==> src/rtl/lif_neuron_bank.sv <==
// Time-multiplexed bank of leaky integrate-and-fire neurons. One shared update
// datapath walks the neurons in index order, one synaptic current per beat.

module lif_update #(
    parameter int V_W  = 16,
    parameter int I_W  = 8,
    parameter int K_W  = 8,
    parameter int RP_W = 4
) (
    input  logic signed [V_W-1:0]  v,
    input  logic        [RP_W-1:0] r,
    input  logic signed [I_W-1:0]  cur,
    input  logic        [K_W-1:0]  k_syn,
    input  logic signed [V_W-1:0]  v_leak,
    input  logic signed [V_W-1:0]  v_rest,
    input  logic signed [V_W-1:0]  v_th,
    input  logic        [RP_W-1:0] rp,
    output logic signed [V_W-1:0]  v_nxt,
    output logic        [RP_W-1:0] r_nxt,
    output logic                   fire
);
    localparam int FW = V_W + K_W + I_W + 2;

    logic signed [FW-1:0]  v_x, k_x, i_x, l_x, sum, sat_max, sat_min;
    logic signed [V_W-1:0] sat, flr;

    always_comb begin
        // widen everything so the sum can never wrap before saturation
        v_x     = {{(FW-V_W){v[V_W-1]}}, v};
        k_x     = {{(FW-K_W){1'b0}}, k_syn};
        i_x     = {{(FW-I_W){cur[I_W-1]}}, cur};
        l_x     = {{(FW-V_W){v_leak[V_W-1]}}, v_leak};
        sum     = v_x + k_x * i_x - l_x;
        sat_max = {{(FW-V_W+1){1'b0}}, {(V_W-1){1'b1}}};
        sat_min = {{(FW-V_W+1){1'b1}}, {(V_W-1){1'b0}}};
        if (sum > sat_max)
            sat = sat_max[V_W-1:0];
        else if (sum < sat_min)
            sat = sat_min[V_W-1:0];
        else
            sat = sum[V_W-1:0];
        flr = (sat < v_rest) ? v_rest : sat;

        v_nxt = flr;
        r_nxt = r;
        fire  = 1'b0;
        if (r != '0) begin
            r_nxt = r - RP_W'(1);
            v_nxt = v_rest;
        end else if (flr >= v_th) begin
            fire  = 1'b1;
            v_nxt = v_rest;
            r_nxt = rp;
        end
    end
endmodule

module lif_neuron_bank #(
    parameter int N    = 2,
    parameter int TS   = 5,
    parameter int V_W  = 16,
    parameter int I_W  = 8,
    parameter int K_W  = 8,
    parameter int RP_W = 4
) (
    input  logic                      aclk,
    input  logic                      aresetn,
    input  logic                      start,
    input  logic [V_W-1:0]            cfg_v_0,
    input  logic [V_W-1:0]            cfg_v_rest,
    input  logic [V_W-1:0]            cfg_v_leak,
    input  logic [V_W-1:0]            cfg_v_th,
    input  logic [K_W-1:0]            cfg_k_syn,
    input  logic [RP_W-1:0]           cfg_rp,
    input  logic                      in_valid,
    output logic                      in_ready,
    input  logic [I_W-1:0]            in_current,
    output logic                      out_valid,
    input  logic                      out_ready,
    output logic [N-1:0]              out_spikes,
    output logic [$clog2(TS+1)-1:0]   out_step,
    output logic                      busy,
    output logic                      done
);
    localparam int IDX_W = (N > 1) ? $clog2(N) : 1;
    localparam int S_W   = $clog2(TS + 1);

    typedef enum logic [1:0] {IDLE, INIT, RUN, EMIT} state_t;

    typedef struct packed {
        logic signed [V_W-1:0] v_0;
        logic signed [V_W-1:0] v_rest;
        logic signed [V_W-1:0] v_leak;
        logic signed [V_W-1:0] v_th;
        logic        [K_W-1:0] k_syn;
        logic        [RP_W-1:0] rp;
    } cfg_t;

    state_t                     state;
    cfg_t                       cfg;
    logic [N-1:0][V_W-1:0]      v;
    logic [N-1:0][RP_W-1:0]     r;
    logic [IDX_W-1:0]           idx;
    logic [N-1:0]               spk_acc, spk_nxt;
    logic signed [V_W-1:0]      upd_v;
    logic [RP_W-1:0]            upd_r;
    logic                       upd_fire;
    logic                       last_idx;

    lif_update #(.V_W(V_W), .I_W(I_W), .K_W(K_W), .RP_W(RP_W)) u_upd (
        .v      (v[idx]),
        .r      (r[idx]),
        .cur    (in_current),
        .k_syn  (cfg.k_syn),
        .v_leak (cfg.v_leak),
        .v_rest (cfg.v_rest),
        .v_th   (cfg.v_th),
        .rp     (cfg.rp),
        .v_nxt  (upd_v),
        .r_nxt  (upd_r),
        .fire   (upd_fire)
    );

    assign last_idx = (idx == IDX_W'(N - 1));

    always_comb begin
        spk_nxt      = spk_acc;
        spk_nxt[idx] = upd_fire;
    end

    always_ff @(posedge aclk or negedge aresetn) begin
        if (!aresetn) begin
            state      <= IDLE;
            cfg        <= '0;
            v          <= '0;
            r          <= '0;
            idx        <= '0;
            spk_acc    <= '0;
            in_ready   <= 1'b0;
            out_valid  <= 1'b0;
            out_spikes <= '0;
            out_step   <= '0;
            busy       <= 1'b0;
            done       <= 1'b0;
        end else begin
            done <= 1'b0;
            case (state)
                IDLE: begin
                    if (start) begin
                        cfg   <= '{cfg_v_0, cfg_v_rest, cfg_v_leak, cfg_v_th, cfg_k_syn, cfg_rp};
                        busy  <= 1'b1;
                        idx   <= '0;
                        state <= INIT;
                    end
                end
                INIT: begin
                    v[idx] <= cfg.v_0;
                    r[idx] <= '0;
                    if (last_idx) begin
                        idx        <= '0;
                        out_step   <= '0;
                        spk_acc    <= '0;
                        out_spikes <= '0;
                        in_ready   <= 1'b1;
                        state      <= RUN;
                    end else begin
                        idx <= idx + 1'b1;
                    end
                end
                RUN: begin
                    if (in_valid && in_ready) begin
                        v[idx] <= upd_v;
                        r[idx] <= upd_r;
                        if (last_idx) begin
                            out_spikes <= spk_nxt;
                            out_valid  <= 1'b1;
                            in_ready   <= 1'b0;
                            idx        <= '0;
                            state      <= EMIT;
                        end else begin
                            spk_acc <= spk_nxt;
                            idx     <= idx + 1'b1;
                        end
                    end
                end
                EMIT: begin
                    // vector and step index hold until the downstream takes them
                    if (out_ready) begin
                        out_valid <= 1'b0;
                        if (out_step == S_W'(TS - 1)) begin
                            done  <= 1'b1;
                            busy  <= 1'b0;
                            state <= IDLE;
                        end else begin
                            out_step <= out_step + 1'b1;
                            spk_acc  <= '0;
                            in_ready <= 1'b1;
                            state    <= RUN;
                        end
                    end
                end
                default: state <= IDLE;
            endcase
        end
    end
endmodule

==> config.mk <==
export PLATFORM = sky130hd
export DESIGN_NAME = lif_neuron_bank
export DESIGN_NICKNAME = d
export VERILOG_FILES = /design/src/rtl/lif_neuron_bank.sv
export SDC_FILE = /design/constraint.sdc
export NUM_CORES = 1
export LEC_CHECK = 0
export ABC_AREA = 1
export CELL_PAD_IN_SITES_DETAIL_PLACEMENT = 1
export CELL_PAD_IN_SITES_GLOBAL_PLACEMENT = 2
export CORE_MARGIN = 3
export CORE_UTILIZATION = 32
export DETAILED_ROUTE_END_ITERATION = 8
export PLACE_DENSITY = 0.89
export REMOVE_ABC_BUFFERS = 1
export SYNTH_ARGS = -nofsm -noshare
export SYNTH_HDL_FRONTEND = slang
export SYNTH_SLANG_ARGS = --single-unit
==> constraint.sdc <==
create_clock -name aclk -period 9.91 [get_ports aclk]
set_input_delay 2.4775 -clock aclk [delete_from_list [all_inputs] [get_ports aclk]]
set_output_delay 2.4775 -clock aclk [all_outputs]
set_load 0.02 [all_outputs]
==> run metrics, run 1 <==
Num Clock Sinks 130; Die Width between 150 and 200 microns; final period utilization 120%; fin. max-slew vios 0; total number of vias 10500; # DRC 0; violated checks setup timing; CP required 10.28 ns; Wirelength per Cell 18.2 microns; final WL about 39 mm; Arr. time, crit path 12.28 ns; final number of hold-violating endpoints 0; starting density of the core 32.7%; CP max-delay cell fa_1; IO Pins 98; RSZ-0062 raised after global routing yes; Skew-Pair Late Insertion Delay 0.44 ns; H-tree depth 4; DP Area around 0.014 sq mm; CTS Buffer Depth 2; mapped cell area 0.0111 sq mm; number of distinct library cells after synthesis 45; final cell count without fillers between 2000 and 2500; Yosys reg bits 130; hold_ws 0.487 ns; drt first pass iters 4; yosys warns 0; area fraction of the dominant cell type after synthesis 29.4%; Num CTS Buffers 17; Yosys top cell by area dfrtp_1; antenna-violating nets left 0; remaining global-route overflow 0; share of layout cells above drive strength 1 31.4%; P&R area growth vs syn 43.2%; CTS Root Cell clkbuf_16; Post-Syn Instances 1425; Setup Skew 0.0142 ns; post-route cell area 0.0159 sq mm; dpl hpwl 28.2 mm; commonest non-fill, non-tap cell in the layout inv_1; Post-synth EDFFs 0; DR iter-0 viols 409; crit start category input pin; syn avg cell area 7.77 sq um; TNS Setup -84.35 ns; core box area roughly 0.034 sq mm; Worst path max stage delay 0.61 ns; Hold WC Path Type reg -> reg; max-cap violation count 0; GRT Overall Usage a little over a fifth; first-pass GRT wire length 60.8 mm; most frequent cells in the layout inv_1 (258), nand2_1 (233), buf_4 (177); crit path time final between 10 and 15 ns; routability congestion estimate around 0.87; ys flop type dfrtp_1; asr flop ratio synth between 90% and 100%; DP Cell Count 2078; number of global-route vias before repair ~12000; critical path type in -> reg; die height about 190 microns; fmax roughly 84 MHz; Row Count 67; largest net degree at the start of global routing 86; worst setup margin -1.99 ns; CP Capture Type flip-flop; post-synthesis sequential area ratio 29.4%; outcome complete, but fails checks; Worst slew margin 25.6%; worst-margin pin slew 1.11 ns; routed vias/inst ~5; clock-pin slew on the worst setup and hold paths 0.07 ns; final setup fails 44; Fillers 3985; n_diodes 0; port buffer count 97; R2R Setup Slk -0.36 ns; Worst Path Max Fanout 8; CTS tree built; Area contributors post-synth dfrtp_1 (29%), ha_1 (12%), fa_1 (9.8%); initial antenna violation count 0; hold buffers post-CTS 0; Die Area 0.0369 sq mm; NumNets Final 1942
## cells in the mapped netlist (5+ instances only)
library cell / number
a21oi_1: 156
a21oi_2: 8
a31oi_1: 6
and2_1: 10
clkbuf_1: 41
dfrtp_1: 130
fa_1: 54
ha_1: 107
inv_1: 269
mux2_2: 29
nand2_1: 280
nand2_2: 5
nand2_4: 10
nand3_1: 65
nand3_2: 10
nand4_1: 6
nor2_1: 92
o21ai_0: 47
o22ai_1: 5
or2_2: 19
xnor2_1: 10
xor2_1: 18
## timing repair
action                                  4_1_cts  5_1_grt
hold endpoints to repair                      0        0
endpoints found under the setup margin       44       44
gates cloned                                  0        1
setup buffers                                29       13
gates resized for setup                     183      148
pin swaps                                    76      110
## area by class of cell
class / instances / area, sq um / share of cell area (%)
Inverter: 276 / 1060 / 6.68
Tap cell: 448 / 561 / 3.53
Sequential cell: 130 / 3250 / 20.5
Clock buffer: 19 / 453 / 2.85
Timing Repair Buffer: 298 / 2590 / 16.4
Multi-Input combinational cell: 969 / 7820 / 49.3
Clock inverter: 13 / 123 / 0.773
## registers in the layout, indices dropped and copies added (netlist names), 2 cells and up
name and flops:
state 2, cfg 76, out_step 3, r 8
out_spikes 2, v 32, spk_acc 2
## path summary, 6_finish.rpt
check                                 start              endpoint  depth (start not counted)
max                           in_current[7]     v[29]$_DFFE_PN0P_                         62
min                        r[3]$_DFFE_PN0P_      r[3]$_DFFE_PN0P_                          2
max reg2reg                 idx$_DFFE_PN0P_     v[29]$_DFFE_PN0P_                         66
min reg2reg                r[3]$_DFFE_PN0P_      r[3]$_DFFE_PN0P_                          2
max in group asynchronous           aresetn    cfg[6]$_DFFE_PN0P_                          2
min in group asynchronous           aresetn  in_ready$_DFFE_PN0P_                          1
## metal layers
metal / part of all wire [%] / global-route usage (%) / wire length, microns / vias to the layer above
met2: 52 / 37.8 / 20300 / 177
met4: 3.5 / 7.65 / 1390 / 0
met3: 2.8 / 3.30 / 1090 / 68
met1: 42 / 25.6 / 16400 / 5256
li1: - / - / - / 5018
met5: 0 / 0 / 0 / -
## stage by stage
step                      setup WS (ns)  utilization (%)
final                             -1.99             46.8
after global routing              -2.46             46.8
after CTS                         -1.70             44.6
after detailed placement          -3.35             40.2
after global placement            -3.18             40.2
after floorplan                   -2.65                -
## logic make-up (layout without fill, tap and decap cells)
family / after synthesis / after routing / share of synthesized area [%]
buf+inv: 326 / 606 / 11.1
flops: 130 / 130 / 29.4
compound gates: 237 / 237 / 11.5
fa+ha+maj: 161 / 161 / 21.8
simple gates: 513 / 513 / 20.9
xor+xnor: 28 / 28 / 2.21
mux: 30 / 30 / 3.04
## critical path, delay by kind of cell
family          cells  cell delay (ns)
xor+xnor            1             0.23
fa+ha+maj           9             3.74
simple gates       28             2.80
compound gates     10             1.60
buf+inv            14             1.40
Power of run 1 is left out: the tool's default activity adds up to more than one toggle a clock period on the data nets, which glitch-free logic cannot reach.
==> run 2: changes to the inputs <==
- ABC_AREA: 1 -> unset
- CORE_UTILIZATION: 32 -> 37
- PLACE_DENSITY: 0.89 -> 0.92
- clock period: 9.91 -> 11.9 ns (I/O delays scaled with it)
==> run 2 against run 1 <==
  * The flow still finishes with violations (setup timing)
  * Hold slack got worse by 0.019 ns
  * Synthesized cell count down 22%
  * Non-clock buffer count is 28 lower
==> run metrics, run 2 <==
fin. max-slew vios 0; GRT Overall Usage 22.7%; Worst slew margin 31.3%; CTS Root Cell clkbuf_16; Reg with most FFs cfg; area fraction of the dominant cell type after synthesis 30.7%; CP required 12.22 ns; Skew-Pair Late Insertion Delay 0.44 ns; Buf/Inv on CP 15; syn avg cell area approximately 9.5 sq um; asr flop ratio synth 100%; list of most frequent post-synthesis cells dfrtp_1 (129), inv_1 (128), ha_1 (107), nor2_1 (96), mux2_2 (87); RSZ-0062 raised after global routing yes; most frequent cells in the layout buf_4 (154), dfrtp_1 (129), inv_1 (122); max reg flops 76; # DRC 0; NumNets Final 1607; worst-margin pin slew 1.03 ns; remaining global-route overflow 0; max-cap violation count 0; commonest non-fill, non-tap cell in the layout buf_4; Num Clock Sinks 129; outcome complete, but fails checks; Seq. cell area 0.00323 sq mm; Fillers 3103; drt first pass iters 7; crit path time final 13.61 ns; Worst path max stage delay 0.54 ns; n_diodes 0; Worst Path Max Fanout 8; DP Cell Count 1661; fmax 73.5 MHz; final WL 37.7 mm; number of global-route vias before repair 10400; initial antenna violation count 0; post-route cell area 0.0147 sq mm; total number of vias 9471; die height 175 microns; critical path type in -> reg; top flop regs cfg: 76 flops, v: 32 flops, r: 8 flops; worst setup margin -1.71 ns; CP most frequent cell buf_6; Arr. time, crit path 13.93 ns; final cell count without fillers approximately 1700; Post-Syn Instances 1108; CTS tree built; post-synthesis sequential area ratio 30.7%; dpl hpwl 23.8 mm; multi-input logic area 0.00753 sq mm; CP max-delay cell fa_1; Post-synth EDFFs 0; Die Area slightly above 0.03 sq mm; core box area 0.0279 sq mm; Num CTS Buffers 17; routed vias/inst 5.42; final setup fails 42; crit start category input pin; Setup Skew around 0.017 ns; IO Pins 98; Yosys top cell by area dfrtp_1; antenna-violating nets left 0; DR iter-0 viols 493; ys flop type dfrtp_1; Area contributors post-synth dfrtp_1 (31%), ha_1 (13%), fa_1 (10%); P&R area growth vs syn 39.5%; violated checks setup timing; largest net degree at the start of global routing 77; Hold WC Path Type reg -> reg; number of distinct library cells after synthesis 62; Row Count 61; CP Capture Type flip-flop; port buffer count 97; starting density of the core 37.7%; final period utilization 114%; clock-pin slew on the worst setup and hold paths 0.06 ns; first-pass GRT wire length 54.7 mm; CTS Buffer Depth 2; DP Area 0.0127 sq mm; routability congestion estimate 0.829; cell with the most instances after synthesis dfrtp_1; final number of hold-violating endpoints 0; share of layout cells above drive strength 1 33.4%; Top delay family on crit path compound AO/OA/AOI/OAI gates; Yosys reg bits 129; Wirelength per Cell 21.6 microns; mapped cell area roughly 0.011 sq mm; yosys warns 0; H-tree depth 4; Die Width 175 microns
[run 2: changes by cell type in the layout (fill, tap and decap cells not counted), moves of 23 or more]
cell,change
and2_1,+29
inv_1,-136
nand2_1,-163
a21o_1,+27
mux2_2,+57
a21oi_1,-58
nand2_2,-26
nand3_1,-24
buf_4,-23
nand3_2,-28
[run 2: worst paths after layout]
kind | startpoint | end | slack, ns | depth (start not counted)
max in group asynchronous | aresetn | cfg[25]$_DFFE_PN0P_ | 8.08 | 2
min reg2reg | out_spikes[0]$_DFFE_PN0P_ | out_spikes[0]$_DFFE_PN0P_ | 0.47 | 2
max | in_current[0] | v[18]$_DFFE_PN0P_ | -1.71 | 53
min | out_spikes[0]$_DFFE_PN0P_ | out_spikes[0]$_DFFE_PN0P_ | 0.47 | 2
max reg2reg | idx$_DFFE_PN0P_ | v[18]$_DFFE_PN0P_ | 0.04 | 52
min in group asynchronous | aresetn | cfg[8]$_DFFE_PN0P_ | 2.52 | 1
[run 2: repair_timing]
action                                  4_1_cts  5_1_grt
hold endpoints to repair                      0        0
hold buffers                                  0        0
buffers inserted                             41       12
endpoints found under the setup margin       42       42
resized for setup                           158      108
pin swaps                                    71       70
gates cloned                                  2        1
[run 2: layout make-up]
class                   instances  share of cell area [%]
flip-flops and latches        129                    22.0
clock buffers                  18                    2.99
multi-input cells             810                    51.3
repair buffers                270                    16.0
well taps                     378                    3.22
clock inverters                14                    1.14
inverters                     129                    3.30
[run 2: kinds of logic after synthesis]
logic type      after synthesis  share of synthesized area (%)
simple gates                274                           11.9
mux                          99                           10.5
fa+ha+maj                   161                           23.0
xor+xnor                     27                           2.25
compound gates              248                           15.5
buf+inv                     170                           6.17
flops                       129                           30.7
[run 2: worst min-delay path, delay by kind of cell (launching register included)]
kind	cells	cell delay, ns
flip-flops	1	0.34
AND/OR/NAND/NOR	2	0.09
[run 2: metal layers]
metal / global-route usage [%] / wire (microns) / up-vias
met5: 0 / 0 / -
met1: 27.4 / 15200 / 4817
li1: - / - / 4318
met3: 3.06 / 1120 / 104
met4: 8.28 / 1320 / 0
met2: 41.3 / 20100 / 232
[run 2: metrics by stage]
step	setup WS [ns]	util (%)	hold WS [ns]	setup TNS (ns)
finish	-1.71	52.5	0.468	-66.47
global route	-2.09	52.5	0.487	-83.74
floorplan	-2.47	-	0.444	-90.82
CTS	-1.43	50.3	0.475	-55.70
detailed placement	-2.86	45.5	0.461	-115.56
global placement	-2.55	45.5	0.457	-103.24
Power of run 2 is left out for the same reason.
==> run 3: changes to the inputs <==
- TNS_END_PERCENT: unset -> 1
==> run 3 against run 2 <==
  * The flow still finishes with violations (setup timing)
  * Critical path depth increased by 5
  * Clock-buffer cell count unchanged
  * Routed wire length decreased by 5.5%
  * First-iteration DRC count increased by 11%
  * Via count decreased by 1.8%
  * Hold slack improved by 0.00095 ns
  * Critical path type unchanged
  * Clock skew decreased by 0.0024 ns
  * Non-clock buffer count decreased by 11
  * Fmax increased by 0.44%
  * Setup slack improved by 0.060 ns
  * Cell area decreased by 2.9%
  * Core utilization decreased by 1.5 points
==> run metrics, run 3 (synthesis results as in run 2) <==
routed vias/inst 5.35; CTS Root Cell clkbuf_16; crit start category input pin; Setup Skew 0.0144 ns; n_diodes 0; Worst Path Max Fanout 8; TNS Setup -64.49 ns; GRT Overall Usage about 23%; initial antenna violation count 0; fmax 73.8 MHz; clock-pin slew on the worst setup and hold paths 0.07 ns; final setup fails between 40 and 50; most frequent cells in the layout buf_4 (148), dfrtp_1 (129), inv_1 (122); Skew-Pair Late Insertion Delay 0.44 ns; CP most frequent cell ha_1; top flop regs cfg: 76 flops, v: 32 flops, r: 8 flops; outcome complete, but fails checks; CTS Buffer Depth 2; Reg with most FFs cfg; max-cap violation count 0; worst slack at placement -2.86 ns; fin. max-slew vios 0; DR iter-0 viols 549; remaining global-route overflow 0; critical path type in -> reg; die height 175 microns; Arr. time, crit path 13.82 ns; CP required around 12 ns; NumNets Final 1596; worst setup margin -1.65 ns; core box area 0.0279 sq mm; Wirelength per Cell slightly above 20 microns; Worst slew margin approximately a third; H-tree depth 4; antenna-violating nets left 0; CTS tree built; final period utilization 114%; Fillers 3132; total number of vias 9297; port buffer count 97; P&R area growth vs syn 35.5%; worst-margin pin slew 1.02 ns; # DRC 0; final WL 35.6 mm; dpl hpwl 23.8 mm; drt first pass iters 6; post-route cell area 0.0143 sq mm; commonest non-fill, non-tap cell in the layout buf_4; RSZ-0062 raised after global routing yes; Row Count 61; Top delay family on crit path compound AO/OA/AOI/OAI gates; final number of hold-violating endpoints 0; Num Clock Sinks 129; DP Area 0.0127 sq mm; Die Area 0.0305 sq mm; crit path time final 13.55 ns; CP Capture Type flip-flop; final cell count without fillers 1737; Num CTS Buffers 17; DP Cell Count 1661; max reg flops between 70 and 80; Buf/Inv on CP 14; violated checks setup timing; CP max-delay cell fa_2; first-pass GRT wire length around 54 mm; Hold WC Path Type reg -> reg; Die Width 175 microns; routability congestion estimate 0.829; IO Pins 98; Worst path max stage delay 0.58 ns; number of global-route vias before repair between 10000 and 15000; share of layout cells above drive strength 1 29.7%; starting density of the core around 38%; largest net degree at the start of global routing 77
## run 3: timing repair
| action | 4_1_cts | 5_1_grt |
|---|---|---|
| cloned | 2 | 1 |
| pin swaps | 70 | 43 |
| gates resized for setup | 145 | 54 |
| setup buffers | 38 | 3 |
| hold buffers | 0 | 0 |
| setup endpoints to repair | 42 | 42 |
## run 3: area by class of cell
class / count / area [sq um] / area share (%)
Multi-Input combinational cell: 810 / 7230 / 50.7
Sequential cell: 129 / 3230 / 22.6
Timing Repair Buffer: 259 / 2230 / 15.7
Inverter: 129 / 484 / 3.40
Tap cell: 378 / 473 / 3.32
Clock buffer: 18 / 439 / 3.08
Clock inverter: 14 / 168 / 1.18
## run 3: per-layer routing
metal	global-route usage (%)	share of wire, %	vias up
li1	-	-	4279
met1	27.5	41	4728
met2	41.2	53	216
met3	3.04	3.1	74
met4	7.21	2.8	0
met5	0	0	-
## run 3: path summary, 6_finish.rpt
check / slack (ns) / endpoint / cells past startpoint / start
min reg2reg: 0.47 / out_spikes[0]$_DFFE_PN0P_ / 2 / out_spikes[0]$_DFFE_PN0P_
max reg2reg: 0.10 / v[15]$_DFFE_PN0P_ / 56 / idx$_DFFE_PN0P_
max in group asynchronous: 8.09 / cfg[25]$_DFFE_PN0P_ / 2 / aresetn
max: -1.65 / v[15]$_DFFE_PN0P_ / 58 / in_current[0]
min in group asynchronous: 2.53 / cfg[8]$_DFFE_PN0P_ / 1 / aresetn
min: 0.47 / out_spikes[0]$_DFFE_PN0P_ / 2 / out_spikes[0]$_DFFE_PN0P_
## run 3: through the flow
stage	hold slack, ns	utilization, %
6_report	0.469	51.0
4_1_cts	0.475	50.0
3_3_place_gp	0.457	45.5
3_5_place_dp	0.461	45.5
2_1_floorplan	0.444	-
5_1_grt	0.487	51.0
## run 3: worst reg2reg max path: cells and delay by family, from the launching register on
family | cells | cell delay, ns
compound gates | 24 | 4.22
flops | 1 | 0.49
mux | 2 | 0.77
simple gates | 8 | 1.50
fa+ha+maj | 9 | 2.91
buf+inv | 12 | 1.61
xor+xnor | 1 | 0.17
Power of run 3 is left out for the same reason.
